### config.mk
export PLATFORM = sky130hd
export DESIGN_NAME = draw_fb_writer
export DESIGN_NICKNAME = d
export VERILOG_FILES = /design/src/rtl/draw_pkg.sv /design/src/rtl/fifo_sync.sv /design/src/rtl/draw_fb_writer.sv
export SDC_FILE = /design/constraint.sdc
export NUM_CORES = 1
export LEC_CHECK = 0
export ABC_AREA = 1
export CORE_UTILIZATION = 29
export CTS_CLUSTER_DIAMETER = 80
export CTS_CLUSTER_SIZE = 14
export DETAILED_ROUTE_END_ITERATION = 8
export PLACE_DENSITY = 0.53
export SYNTH_ARGS = -nofsm -noshare
export SYNTH_HDL_FRONTEND = slang
export SYNTH_SLANG_ARGS = --single-unit
### constraint.sdc
create_clock -name clk -period 2.3 [get_ports clk]
set_input_delay 0.575 -clock clk [delete_from_list [all_inputs] [get_ports clk]]
set_output_delay 0.575 -clock clk [all_outputs]
set_load 0.01 [all_outputs]
### src/rtl/draw_pkg.sv
// Framebuffer geometry defaults shared by the drawing engines and the
// framebuffer write stage.
package draw_pkg;

    localparam int CORDW     = 10;
    localparam int COLRW     = 4;
    localparam int FB_WIDTH  = 320;
    localparam int FB_HEIGHT = 180;
    localparam int ADDRW     = 16;

endpackage

### src/rtl/fifo_sync.sv
// Show-ahead synchronous FIFO: dout presents the head entry whenever !empty,
// and a push into a full FIFO is accepted if a pop happens in the same cycle.
module fifo_sync #(
    parameter int WIDTH = 20,
    parameter int DEPTH = 8,
    localparam int AW = $clog2(DEPTH)
) (
    input  logic             clk,
    input  logic             rst,
    input  logic             push,
    input  logic             pop,
    input  logic [WIDTH-1:0] din,
    output logic [WIDTH-1:0] dout,
    output logic             empty,
    output logic             full,
    output logic [AW:0]      count
);

    localparam int            DEPTH_I  = DEPTH;
    localparam logic [AW:0]   FULL_CNT = DEPTH_I[AW:0];

    logic [WIDTH-1:0] mem [DEPTH];
    logic [AW-1:0]    wr_ptr;
    logic [AW-1:0]    rd_ptr;
    logic             do_push;
    logic             do_pop;

    assign do_pop  = pop && !empty;
    assign do_push = push && (!full || do_pop);

    always_ff @(posedge clk) begin
        if (rst) begin
            wr_ptr <= '0;
            rd_ptr <= '0;
            count  <= '0;
        end else begin
            if (do_push) begin
                wr_ptr <= wr_ptr + 1'b1;
            end
            if (do_pop) begin
                rd_ptr <= rd_ptr + 1'b1;
            end
            case ({do_push, do_pop})
                2'b10:   count <= count + 1'b1;
                2'b01:   count <= count - 1'b1;
                default: count <= count;
            endcase
        end
    end

    // Storage is left unreset so it can map onto distributed RAM.
    always_ff @(posedge clk) begin
        if (do_push) begin
            mem[wr_ptr] <= din;
        end
    end

    assign dout  = mem[rd_ptr];
    assign empty = (count == '0);
    assign full  = (count == FULL_CNT);

endmodule

### src/rtl/draw_fb_writer.sv
// Framebuffer write stage: clips the drawing engine's pixel stream, converts
// pixels to linear addresses and queues them for a valid/ready memory port.
module draw_fb_writer #(
    parameter int CORDW      = draw_pkg::CORDW,
    parameter int COLRW      = draw_pkg::COLRW,
    parameter int FB_WIDTH   = draw_pkg::FB_WIDTH,
    parameter int FB_HEIGHT  = draw_pkg::FB_HEIGHT,
    parameter int ADDRW      = draw_pkg::ADDRW,
    parameter int FIFO_DEPTH = 8
) (
    input  logic             clk,
    input  logic             rst,
    input  logic             drawing,
    input  logic [CORDW-1:0] x,
    input  logic [CORDW-1:0] y,
    input  logic [COLRW-1:0] colr,
    output logic             oe,
    output logic             fb_we,
    output logic [ADDRW-1:0] fb_addr,
    output logic [COLRW-1:0] fb_colr,
    input  logic             fb_ready,
    output logic             idle
);

    localparam int             CNTW       = $clog2(FIFO_DEPTH) + 1;
    localparam int             FIFOW      = ADDRW + COLRW;
    localparam int             OE_LIMIT_I = FIFO_DEPTH - 4;
    localparam logic [CNTW:0]  OE_LIMIT   = OE_LIMIT_I[CNTW:0];

    logic             in_bounds;
    logic             s1_valid;
    logic [CORDW-1:0] s1_x;
    logic [CORDW-1:0] s1_y;
    logic [COLRW-1:0] s1_colr;
    logic             s2_valid;
    logic [ADDRW-1:0] s2_addr;
    logic [COLRW-1:0] s2_colr;
    logic [FIFOW-1:0] fifo_dout;
    logic             fifo_empty;
    logic             fifo_full;
    logic             fifo_pop;
    logic [CNTW-1:0]  fifo_count;
    logic [CNTW:0]    occ;

    assign in_bounds = (32'(x) < FB_WIDTH) && (32'(y) < FB_HEIGHT);

    always_ff @(posedge clk) begin
        if (rst) begin
            s1_valid <= 1'b0;
        end else begin
            s1_valid <= drawing && in_bounds;
        end
        s1_x    <= x;
        s1_y    <= y;
        s1_colr <= colr;
    end

    always_ff @(posedge clk) begin
        if (rst) begin
            s2_valid <= 1'b0;
        end else begin
            s2_valid <= s1_valid;
        end
        s2_addr <= ADDRW'(s1_y) * ADDRW'(FB_WIDTH) + ADDRW'(s1_x);
        s2_colr <= s1_colr;
    end

    fifo_sync #(
        .WIDTH (FIFOW),
        .DEPTH (FIFO_DEPTH)
    ) u_fifo (
        .clk   (clk),
        .rst   (rst),
        .push  (s2_valid),
        .pop   (fifo_pop),
        .din   ({s2_addr, s2_colr}),
        .dout  (fifo_dout),
        .empty (fifo_empty),
        .full  (fifo_full),
        .count (fifo_count)
    );

    assign fb_we    = !fifo_empty;
    assign fifo_pop = fb_we && fb_ready;
    assign fb_addr  = fifo_dout[FIFOW-1:COLRW];
    assign fb_colr  = fifo_dout[COLRW-1:0];
    assign idle     = !s1_valid && !s2_valid && fifo_empty;

    // Pixels already in the pipeline are counted so the registered oe can
    // lag by a cycle and the FIFO still never overflows.
    assign occ = (CNTW+1)'(fifo_count) + (CNTW+1)'(s1_valid) + (CNTW+1)'(s2_valid);

    always_ff @(posedge clk) begin
        if (rst) begin
            oe <= 1'b0;
        end else begin
            oe <= (occ <= OE_LIMIT);
        end
    end

    a_no_overflow: assert property (@(posedge clk) disable iff (rst)
        !(s2_valid && fifo_full && !fifo_pop));

endmodule

; Word level (Yosys, flattened, before mapping)
; Memory sizes are Yosys's and may differ from the RTL's. A register that Yosys moved wholly into a read port is not among the register bits.
; Index checks and enable logic that the tools add are counted.
[totals]
register_bits = 57
ram_bits = 160
input_bits = 28
output_inout_bits = 23
word_cells = 45
n_memories = 1
[op_classes]
addsub = 7
n_mul = 1
magnitude_cmp = 3
n_eq_ne = 3
muxes = 5
reduce_logical = 14
[mem_list]
columns = memory, depth, width, read_ports, rd_ports_with_merged_regs, wr, line_no
row1 = u_fifo.mem, 8, 20, 1, 1, 1, fifo_sync.sv:22  ; logic [WIDTH-1:0] mem [DEPTH];
[ops]
columns = operator, count
row1 = 16-bit by 10-bit adder with 16-bit output, 1
row2 = "10-bit by 8-bit less-than comparator with 1-bit output, second input constant", 1
row3 = "10-bit by 9-bit less-than comparator with 1-bit output, second input constant", 1
row4 = "10-bit by 3-bit multiplier with 10-bit output, second input constant", 1
row5 = 4-bit case mux with 2 select lines, 1
row6 = 1-bit logical AND, 7
row7 = "3-bit by 1-bit adder with 3-bit output, second input constant", 2
row8 = 3-bit two-way mux, 2
row9 = 4-bit by 1-bit adder with 5-bit output, 1
row10 = 5-bit by 1-bit adder with 5-bit output, 1
row11 = "5-bit by 3-bit less-or-equal comparator with 1-bit output, second input constant", 1
row12 = "4-bit by 1-bit adder with 4-bit output, second input constant", 1
row13 = "4-bit equality test, second input constant", 1
row14 = 1-bit zero test, 4
row15 = 4-bit zero test, 1
row16 = "4-bit by 1-bit subtractor with 4-bit output, second input constant", 1
row17 = "2-bit by 1-bit equality test with 1-bit output, second input constant", 1
row18 = "2-bit equality test, second input constant", 1
row19 = 1-bit two-way mux, 2
row20 = 2-bit nonzero test, 1
row21 = 1-bit logical OR, 1

; Longest topological paths before layout
; Gate-level depths: netlist of run 1.
[logic_depth]
ltp_word = 8
depth_mapped = 12
depth_no_buf = 12

; Cells and area by module
; From an unflattened synthesis of run 1, not the netlist that was laid out.
[hier_totals]
cells_unflattened = 688
hier_area_um2 = 8715.9
[by_module_without_submodules]
columns = mod, instances, cells_per_inst, area_each_um2, seq_area_each_um2
row1 = fifo_sync, 1, 504, 6914.1, 5064.9
row2 = draw_fb_writer, 1, 184, 1801.7, 940.9

; Worst setup path after synthesis of run 1
; OpenSTA, ideal clock, no wires.
[synth_path]
path_type = input to register
startpoint = input port fb_ready
endpoint = memory u_fifo.mem[1][0], enable pin
setup_time_ns = 0.397
t_arrival_ns = 1.928
required_ns = 1.903
setup_slack_ns = -0.024
stages = 6
n_path_buf = 0
cell_sequence = nor2_1 nand3_1 nand2_1 nor2_1 inv_1 nor2_1
[synth_between]
elab_chain_cells = 6
[synth_rtl]
columns = item, line_no
row1 = "start, declared", draw_fb_writer.sv:21  ; input logic fb_ready,
row2 = 1-bit logical AND, draw_fb_writer.sv:84  ; assign fifo_pop = fb_we && fb_ready;
row3 = 1-bit logical AND, fifo_sync.sv:28  ; assign do_pop = pop && !empty;
row4 = 1-bit logical OR, fifo_sync.sv:29  ; assign do_push = push && (!full || do_pop);
row5 = 1-bit logical AND, fifo_sync.sv:29
row6 = 1-bit two-way mux, fifo_sync.sv:53  ; if (do_push) begin
row7 = 1-bit two-way mux (not written as such), fifo_sync.sv:54  ; mem[wr_ptr] <= din;
row8 = "end, declared", fifo_sync.sv:22
; No other way between the ends.

==> summary.md, run 1 <==
| Metric | Value |
|---|---|
| Outcome | finished with violations |
| Failing checks | negative setup slack |
| Launching point of the worst reg2reg path | s1_y[1] |
| Critical path, cell by cell | inv_8 -> buf_12 -> buf_16 -> nor2_1 -> o32ai_2 -> nand2_1 -> nand2_1 -> buf_2 |
| Sum of routed wire length over all layers | 19600 um |
| Proportion of power drawn by flip-flops and latches | 45.1% |
| Max-slew violation count | 0 |
| Post-Route Utilization | 39.0% |
| Library cell with the largest summed area after synthesis | edfxtp_1 |
| Post-synth top area share | 55.8% |
| Clk slew on worst S/H paths | 70 ps |
| Slowest Stage Delay on Critical Path | 390 ps |
| Clock power share | 27.5% |
| Final setup violation count | 18 |
| Type of the most critical hold path | register to register |
| Number of buffers created by CTS | 19 |
| Post-synthesis async set-or-reset flop share | 0% |
| Crit path depth | 8 |
| WP data arrival | 1850 ps |
| Average instance area after synthesis | 11.9 um2 |
| Post-detailed-route wirelength per cell | 16.2 um |
| Met1 usage in global routing | 15.9% |
| Grt total ovfl | 0 |
| Clock root buffer | clkbuf_16 |
| CP delay by family, top | buffers and inverters |
| Yosys warning total | 0 |
| Overall track demand over capacity in global routing | 12.5% |
| Num ports | 51 |
| Leading cell types by count after synthesis | edfxtp_1 (160), nor2_1 (145), nand2_1 (111) |
| Comb pwr share | 27.4% |
| Mapped Nets | 776 |
| Global Route met2 Usage | 22.3% |
| Sequential area share after synthesis | 69.7% |
| Number of nets with antenna violations after routing | 0 |
| Detailed-routing iteration count for the pre-antenna-repair pass | 4 |
| Fin. Hold Viols | 0 |
| Maximum number of pins on one net before global-route repair | 43 |
| Number of clock sinks seen by CTS | 220 |
| Non-Filler Instances | 1211 |
| Switch share | 28.6% |
| Fraction of the cycle the final worst path needs | 106% |
| Smallest setup slack after layout | -129 ps |
| DPL Wire Length | 11500 um |
| RSZ-0062 raised after global routing | true |
| Leak Pwr | 4.07 nW |
| Count of placed standard cells including taps | 1160 |
| Via count | 5510 |
| Weighted congestion reported at the end of routability-driven placement | 0.730 |
| Layout overhead on the synthesized area | 31.0% |
| Post-layout total power | 0.0104 W |
| Fraction of final layout cells with drive strength greater than 1 | 25.3% |
| Initial core utilization | 29.8% |
| Combined buffer and inverter count along the critical path | 4 |
| Timing-limited maximum frequency | 412 MHz |
| Critical Path Fanout Max | 6 |
| Max stage delay cell, worst path | dfxtp_4 |
| CP Launch Type | register |
| Placement row count | 62 |
| Post-synthesis instance total | 722 |
| Post-place instance area | 9910 um2 |
| Global-route wire length before repair | 29800 um |
| Post-synth top flop | edfxtp_1 |
| Critical register-to-register path endpoint | s2_addr[14] |
| Rel. slew slack | 74.9% |
| Top Usage Layer GRT | met2 |
| Required time at the endpoint of the critical path | 1730 ps |
| Clock insertion delay at the later pin of the skew report | 480 ps |
| Total power per unit cell area | 924 nW/um2 |
| Final instance area | 11300 um2 |
| Type of the setup path with the least slack | register to output port |
| Vertical die dimension | 174 um |
| Register-to-register setup slack | 150 ps |
| Depth of the worst register-to-register path | 9 |
| Count of buffers from port buffering | 50 |
| Summed instance area of the synthesized netlist | 8620 um2 |
| IR drop worst, VDD | 456 uV |
| Met3 track demand over resource | 1.66% |
| Core region area | 28900 um2 |
| CTS tree | done |
| Hold buffers post-CTS | 0 |
| Final critical path time including I/O delays and setup | 2430 ps |
| Net switching power figure | 0.00299 W |
| Buffers from clock root to sink, at most | 3 |
| Slew at the pin with the worst max-slew slack | 377 ps |
| DRC violation total after the first TritonRoute iteration | 352 |
| Number of enable-type register cells in the synthesized netlist | 160 |
| Area enclosed by the die boundary | 30400 um2 |
| Critical Path Most Common Cell | nand2_1 |
| DRC violation count after routing | 0 |
| Cell with the most instances after synthesis | edfxtp_1 |
| Nets@finish | 869 |
| CTS H-tree lvls | 1 |
| Worst Clk Skew | 17.6 ps |
| Critical Path End Type | output port |
| Worst setup endpoint | fb_addr[11] |
| Power Internal | 0.00745 W |
| Diode count | 0 |
| Via count of the first global-routing pass | 5461 |
| X dimension of the die | 174 um |
| Antenna violations before repair | 0 |
| #FFs+latches synth | 220 |
| Distinct cell type count of the synthesized netlist | 29 |
| Leading post-synthesis cells by cell area | edfxtp_1 (56%), dfxtp_1 (14%), nor2_1 (6.3%) |
| Vias per inst | 4.55 |
| Max-Cap Viols | 0 |
==> area by class of cell <==
cell class	instances	area, um2
fillers	2704	17600
flip-flops and latches	220	6020
multi-input cells	436	2840
repair buffers	102	1280
clock buffers	32	524
well taps	384	480
inverters	36	143
clock inverters	1	5.00
==> what timing repair did <==
| item | 4_1_cts | 5_1_grt |
|---|---|---|
| endpoints found under the setup margin | 22 | 22 |
| hold endpoints to repair | 0 | 0 |
| resized for setup | 185 | 61 |
| setup buffers | 9 | 4 |
| pin swaps | 49 | 44 |
| cloned | 5 | 3 |
==> worst min-delay path by stage <==
stage | from | end | slack, ps | cells past startpoint
finish | s1_x[2] | s2_addr[2] | 330 | 0
global route | s1_colr[3] | s2_colr[3] | 330 | 0
CTS | s1_colr[3] | s2_colr[3] | 330 | 0
global placement | s1_x[4] | s2_addr[4] | 310 | 0
floorplan | s1_x[0] | s2_addr[0] | 310 | 0
detailed placement | s1_colr[3] | s2_colr[3] | 310 | 0
==> registers in the layout (all words and copies together) (netlist names), 3 cells and up, named ones only <==
register and count:
u_fifo.mem 160, s2_addr 16, s1_x 10, s1_y 10, s1_colr 4, s2_colr 4
u_fifo.count 4, u_fifo.rd_ptr 3, u_fifo.wr_ptr 3
==> cell usage in the layout (no fill, tap or decap), types with 4 or more instances in the layout <==
| master | instances |
|---|---|
| a21oi_1 | 17 |
| buf_12 | 19 |
| buf_16 | 5 |
| buf_2 | 8 |
| buf_4 | 17 |
| buf_6 | 19 |
| clkbuf_1 | 13 |
| clkbuf_16 | 22 |
| clkdlybuf4s50_1 | 29 |
| dfxtp_1 | 54 |
| dfxtp_2 | 4 |
| edfxtp_1 | 160 |
| ha_1 | 21 |
| inv_1 | 31 |
| inv_2 | 4 |
| nand2_1 | 101 |
| nand2_2 | 11 |
| nand3_1 | 21 |
| nor2_1 | 101 |
| nor2_2 | 38 |
| nor2_4 | 9 |
| o21ai_0 | 30 |
| o21ai_1 | 9 |
| o21ai_2 | 5 |
| o32ai_1 | 7 |
| o32ai_2 | 32 |
| xnor2_1 | 5 |
| xor2_1 | 5 |
==> stage by stage <==
stage,hold slack [ps],TNS [ps],setup WS [ps]
after global routing,328,-3100,-215
after global placement,311,-16990,-113
after detailed placement,312,-20880,-149
final,326,-1330,-129
after floorplan,310,-1960,-24.5
after CTS,327,-1920,-152
==> worst reg2reg max path: cells and delay by family (launching register included) <==
family | cells | cell delay [ps]
xor+xnor | 1 | 120
simple gates | 4 | 410
flops | 1 | 330
buf+inv | 1 | 50
fa+ha+maj | 3 | 1120
==> kinds of logic (layout without fill, tap and decap cells) <==
logic type	after synthesis	after routing	share of synthesized area [%]
and+or+nand+nor	294	294	14.1
DFF	220	220	69.7
AOI/OAI and AO/OA	106	106	8.00
buffers and inverters	66	171	3.03
adders and majority gates	26	26	4.12
xor gates and xnor gates	10	10	1.02
==> power groups by stage <==
stage | sequential, W | combinational (W) | clock [W]
2_1_floorplan | 0.00465 | 0.00123 | 0
3_3_place_gp | 0.00475 | 0.00206 | 0
3_5_place_dp | 0.00476 | 0.00207 | 0
4_1_cts | 0.00468 | 0.00262 | 0.00297
5_1_grt | 0.00472 | 0.00311 | 0.00309
6_report | 0.00471 | 0.00286 | 0.00287
==> per-layer routing <==
metal / share of wire, % / up-vias
li1: - / 2734
met1: 44 / 2679
met2: 51 / 79
met3: 3.3 / 18
met4: 1.5 / 0
met5: 0 / -
Note: power is estimated with default switching activity, not from simulation.
==> run 2: changes to the inputs <==
--- a/config.mk
+++ b/config.mk
@@ -11,6 +11,7 @@
 export CTS_CLUSTER_SIZE = 14
 export DETAILED_ROUTE_END_ITERATION = 8
 export PLACE_DENSITY = 0.53
+export RECOVER_POWER = 50
 export SYNTH_ARGS = -nofsm -noshare
 export SYNTH_HDL_FRONTEND = slang
 export SYNTH_SLANG_ARGS = --single-unit
==> summary.md, run 2 (synthesized netlist as in run 1, its figures left out) <==
| Metric | Value |
|---|---|
| Outcome | finished with violations |
| Failing checks | negative setup slack |
| Vias per inst | 4.56 |
| Highest-count cells in the layout ignoring fill and taps | edfxtp_1 (160), nand2_1 (101), nor2_1 (101) |
| Type of the setup path with the least slack | register to output port |
| Overall track demand over capacity in global routing | 12.5% |
| Critical Path End Type | output port |
| Largest Register | u_fifo.mem |
| Via count | 5520 |
| Number of buffers created by CTS | 19 |
| Largest register FFs | 160 |
| Most frequent standard cell in the layout excluding fill and tap cells | edfxtp_1 |
| Antenna violations before repair | 0 |
| Initial core utilization | 29.8% |
| Timing-limited maximum frequency | 412 MHz |
| Smallest setup slack after layout | -129 ps |
| Worst slack, placed | -149 ps |
| Count of buffers from port buffering | 50 |
| CTS tree | done |
| Clock insertion delay at the later pin of the skew report | 480 ps |
| Diode count | 0 |
| Global-route wire length before repair | 29800 um |
| X dimension of the die | 174 um |
| Sum of routed wire length over all layers | 19600 um |
| Count of placed standard cells including taps | 1160 |
| DPL Wire Length | 11500 um |
| RSZ-0062 raised after global routing | true |
| Final setup violation count | 18 |
| Required time at the endpoint of the critical path | 1730 ps |
| CTS H-tree lvls | 1 |
| DRC violation count after routing | 0 |
| Grt total ovfl | 0 |
| Critical Path Fanout Max | 6 |
| Total power per unit cell area | 923 nW/um2 |
| Post-Route Utilization | 39.0% |
| Post-detailed-route wirelength per cell | 16.2 um |
| Clk slew on worst S/H paths | 70 ps |
| Registers with the most flip-flops | u_fifo.mem x160, s2_addr x16 |
| CP Launch Type | register |
| Critical path, cell by cell | inv_8 -> buf_12 -> buf_16 -> nor2_1 -> o32ai_2 -> nand2_1 -> nand2_1 -> buf_2 |
| Detailed-routing iteration count for the pre-antenna-repair pass | 4 |
| Fin. Hold Viols | 0 |
| Layout overhead on the synthesized area | 31.0% |
| Max stage delay cell, worst path | dfxtp_4 |
| WP data arrival | 1850 ps |
| Slowest Stage Delay on Critical Path | 390 ps |
| Post-place instance area | 9910 um2 |
| Placement row count | 62 |
| Weighted congestion reported at the end of routability-driven placement | 0.730 |
| Num ports | 51 |
| Number of nets with antenna violations after routing | 0 |
| Vertical die dimension | 174 um |
| Buffers from clock root to sink, at most | 3 |
| Maximum number of pins on one net before global-route repair | 43 |
| Max-slew violation count | 0 |
| Non-Filler Instances | 1211 |
| Critical Path Most Common Cell | nand2_1 |
| Number of clock sinks seen by CTS | 220 |
| Total negative slack for setup checks | -1330 ps |
| Register-to-register setup slack | 150 ps |
| Core region area | 28900 um2 |
| DRC violation total after the first TritonRoute iteration | 352 |
| Leak Pwr | 4.07 nW |
| Final instance area | 11300 um2 |
| Via count of the first global-routing pass | 5461 |
| Final critical path time including I/O delays and setup | 2430 ps |
| IR drop worst, VDD | 455 uV |
| Fraction of final layout cells with drive strength greater than 1 | 25.3% |
| Slew at the pin with the worst max-slew slack | 377 ps |
| Rel. slew slack | 74.9% |
| Hold buffers post-CTS | 0 |
| Nets@finish | 869 |
| Type of the most critical hold path | register to register |
| Fraction of the cycle the final worst path needs | 106% |
| Area enclosed by the die boundary | 30400 um2 |
| Clock root buffer | clkbuf_16 |
| Worst Clk Skew | 17.5 ps |
| Max-Cap Viols | 0 |
## run 2: cell types whose count changed in the layout (fill, tap and decap cells not counted), sizes merged
cell           change
dlygate4sd3       +24
clkdlybuf4s50     -24
## run 2: final timing paths
check                           depth (start not counted)     start     endpoint
worst max-delay path                                    8  register  fb_addr[11]
worst min-delay path                                    0   s1_x[2]   s2_addr[2]
worst max register to register                          9   s1_y[1]  s2_addr[14]
worst min register to register                          0   s1_x[2]   s2_addr[2]
## run 2: where the power goes
part | leakage [nW] | switching, W | total (W) | internal, W
Sequential | 1.94 | 0.000231 | 0.00470 | 0.00447
Combinational | 1.88 | 0.00143 | 0.00285 | 0.00142
Clock | 0.253 | 0.00132 | 0.00287 | 0.00155
## run 2: cell type report
cell class,instances,area (um2)
clock buffer,32,524
clock inverter,1,5.00
fill,2704,17600
inverter,36,143
multi-input combinational,436,2840
sequential,220,6020
tap,384,480
timing repair buffer,102,1280
## run 2: worst max-delay path: cells and delay by family, from the launching register on
| kind | cells | cell delay, ps |
|---|---|---|
| flops | 1 | 390 |
| simple gates | 3 | 240 |
| compound gates | 1 | 230 |
| buf+inv | 4 | 510 |
## run 2: through the flow
| step | hold WS, ps | total power, W |
|---|---|---|
| floorplan | 310 | 0.00588 |
| global placement | 311 | 0.00681 |
| detailed placement | 312 | 0.00683 |
| CTS | 327 | 0.0103 |
| global route | 328 | 0.0109 |
| finish | 326 | 0.0104 |
## run 2: what timing repair did
item | 4_1_cts | 5_1_grt
buffers inserted | 9 | 4
pin swaps | 49 | 44
setup endpoints to repair | 22 | 22
gates cloned | 5 | 3
resized for setup | 185 | 61
## run 2: per-layer routing
metal  wire (um)  track usage (%)  vias to the layer above
met2        9950             22.3                       83
li1            -                -                     2736
met5           0                0                        -
met4         289             3.03                        0
met3         660             1.66                       18
met1        8700             15.9                     2683
==> run 3: changes to the inputs <==
--- a/config.mk
+++ b/config.mk
@@ -7,6 +7,7 @@
 export LEC_CHECK = 0
 export ABC_AREA = 1
 export CORE_UTILIZATION = 29
+export CTS_BUF_LIST = sky130_fd_sc_hd__clkbuf_4 sky130_fd_sc_hd__clkbuf_8
 export CTS_CLUSTER_DIAMETER = 80
 export CTS_CLUSTER_SIZE = 14
 export DETAILED_ROUTE_END_ITERATION = 8
==> summary.md, run 3 (synthesized netlist as in run 1, its figures left out) <==
| Metric | Value |
|---|---|
| Type of the most critical hold path | register to register |
| Worst Clk Skew | 24.3 ps |
| CTS H-tree lvls | 1 |
| Number of clock sinks seen by CTS | 220 |
| Maximum number of pins on one net before global-route repair | 43 |
| IR drop worst, VDD | 400 uV |
| FF+latch area | 6020 um2 |
| WP data arrival | 1860 ps |
| Number of buffers created by CTS | 19 |
| Global-route wire length before repair | 29700 um |
| Clock insertion delay at the later pin of the skew report | 510 ps |
| Rel. slew slack | 73.8% |
| Slew at the pin with the worst max-slew slack | 392 ps |
| Critical register-to-register path endpoint | s2_addr[14] |
| Outcome | finished with violations |
| CTS tree | done |
| Vertical die dimension | 174 um |
| Overall track demand over capacity in global routing | 12.5% |
| Critical Path End Type | output port |
| Grt total ovfl | 0 |
| Final critical path time including I/O delays and setup | 2440 ps |
| Via count of the first global-routing pass | 5389 |
| Post-Route Utilization | 37.9% |
| Timing-limited maximum frequency | 410 MHz |
| Vias per inst | 4.55 |
| Num ports | 51 |
| Required time at the endpoint of the critical path | 1730 ps |
| Total power per unit cell area | 874 nW/um2 |
| Register-to-register setup slack | 130 ps |
| Worst slack, placed | -149 ps |
| Number of nets with antenna violations after routing | 0 |
| Multi-input gate area in the final layout | 2740 um2 |
| Count of buffers from port buffering | 50 |
| X dimension of the die | 174 um |
| Clk slew on worst S/H paths | 90 ps |
| Nets@finish | 867 |
| RSZ-0062 raised after global routing | true |
| Critical Path Most Common Cell | buf_6 |
| Hold Path Cell Cnt | 0 |
| Max-slew violation count | 0 |
| Type of the setup path with the least slack | register to output port |
| Sum of routed wire length over all layers | 19100 um |
| Registers with the most flip-flops | u_fifo.mem x160, s2_addr x16 |
| Hold endpoint | s2_addr[2] |
| Clock root buffer | clkbuf_8 |
| Leak Pwr | 3.99 nW |
| Initial core utilization | 29.8% |
| Largest Register | u_fifo.mem |
| Fraction of final layout cells with drive strength greater than 1 | 24.5% |
| Diode count | 0 |
| Layout overhead on the synthesized area | 27.4% |
| Largest register FFs | 160 |
| DRC violation count after routing | 0 |
| Antenna violations before repair | 0 |
| Via count | 5501 |
| Number of fillers in the final layout | 2734 |
| Depth of the worst register-to-register path | 9 |
| Critical path, cell by cell | inv_8 -> buf_4 -> buf_6 -> nor2_1 -> o32ai_2 -> nand2_1 -> nand2_2 -> buf_6 |
| Slowest Stage Delay on Critical Path | 400 ps |
| DPL Wire Length | 11500 um |
| Max-Cap Viols | 0 |
| Final setup violation count | 20 |
| Launching point of the worst reg2reg path | s1_y[1] |
| Fin. Hold Viols | 0 |
| Highest-count cells in the layout ignoring fill and taps | edfxtp_1 (160), nor2_1 (112), nand2_1 (101) |
| Most frequent standard cell in the layout excluding fill and tap cells | edfxtp_1 |
| CP Launch Type | register |
| Detailed-routing iteration count for the pre-antenna-repair pass | 4 |
| Fraction of the cycle the final worst path needs | 106% |
| Weighted congestion reported at the end of routability-driven placement | 0.730 |
| Buffers from clock root to sink, at most | 3 |
| Placement row count | 62 |
| CP delay by family, top | buffers and inverters |
| Post-detailed-route wirelength per cell | 15.8 um |
| Area enclosed by the die boundary | 30400 um2 |
| Critical Path Fanout Max | 6 |
| DRC violation total after the first TritonRoute iteration | 374 |
| Smallest setup slack after layout | -137 ps |
| Failing checks | negative setup slack |
| Max stage delay cell, worst path | dfxtp_4 |
| Core region area | 28900 um2 |
| Combined buffer and inverter count along the critical path | 4 |
| HP Start | s1_x[2] |
==> run 3: through the flow <==
stage                     total power, W  TNS [ps]  hold WS [ps]  cell area (um2)  std cells
after global placement           0.00681    -16990           311             9910       1160
after detailed placement         0.00683    -20880           312             9910       1160
after global routing              0.0101     -4400           335            11000       1209
after CTS                        0.00958     -2760           333            10800       1209
final                            0.00960     -2080           331            11000       1209
after floorplan                  0.00588     -1960           310             8620        722
==> run 3: final cells by class <==
cell class | count | area share (%)
clock buffer | 32 | 3.27
timing repair buffer | 100 | 11.3
multi-input combinational | 436 | 24.9
inverter | 36 | 1.30
clock inverter | 1 | 0.0456
tap | 384 | 4.38
sequential | 220 | 54.8
==> run 3: worst max-delay path by stage <==
stage | startpoint | cells after the start | to
floorplan | fb_ready | 6 | u_fifo.mem[1][0]
global placement | fb_ready | 8 | u_fifo.mem[3][0]
detailed placement | fb_ready | 6 | u_fifo.mem[6][0]
CTS | register | 7 | fb_addr[5]
global route | register | 7 | fb_addr[14]
finish | register | 8 | fb_addr[14]
==> run 3: per-layer routing <==
| metal | vias up | GRT usage, % | share of wire [%] |
|---|---|---|---|
| met1 | 2680 | 16.2 | 46 |
| li1 | 2716 | - | - |
| met5 | - | 0 | 0 |
| met4 | 0 | 2.78 | 1.3 |
| met2 | 84 | 22.1 | 50 |
| met3 | 21 | 1.62 | 3.0 |
==> run 3: power breakdown <==
| part | internal (W) | leakage (nW) | switching, W |
|---|---|---|---|
| sequential | 0.00447 | 1.94 | 0.000213 |
| clock | 0.000987 | 0.200 | 0.00122 |
| combinational | 0.00134 | 1.84 | 0.00138 |
| total | 0.00679 | 3.99 | 0.00281 |
==> run 3: repair_timing <==
| item | 4_1_cts | 5_1_grt |
|---|---|---|
| setup endpoints to repair | 22 | 22 |
| hold endpoints to repair | 0 | 0 |
| resized for setup | 184 | 37 |
| pin swaps | 49 | 25 |
| gates cloned | 5 | 1 |
| setup buffers | 11 | 0 |
| hold buffers | 0 | 0 |
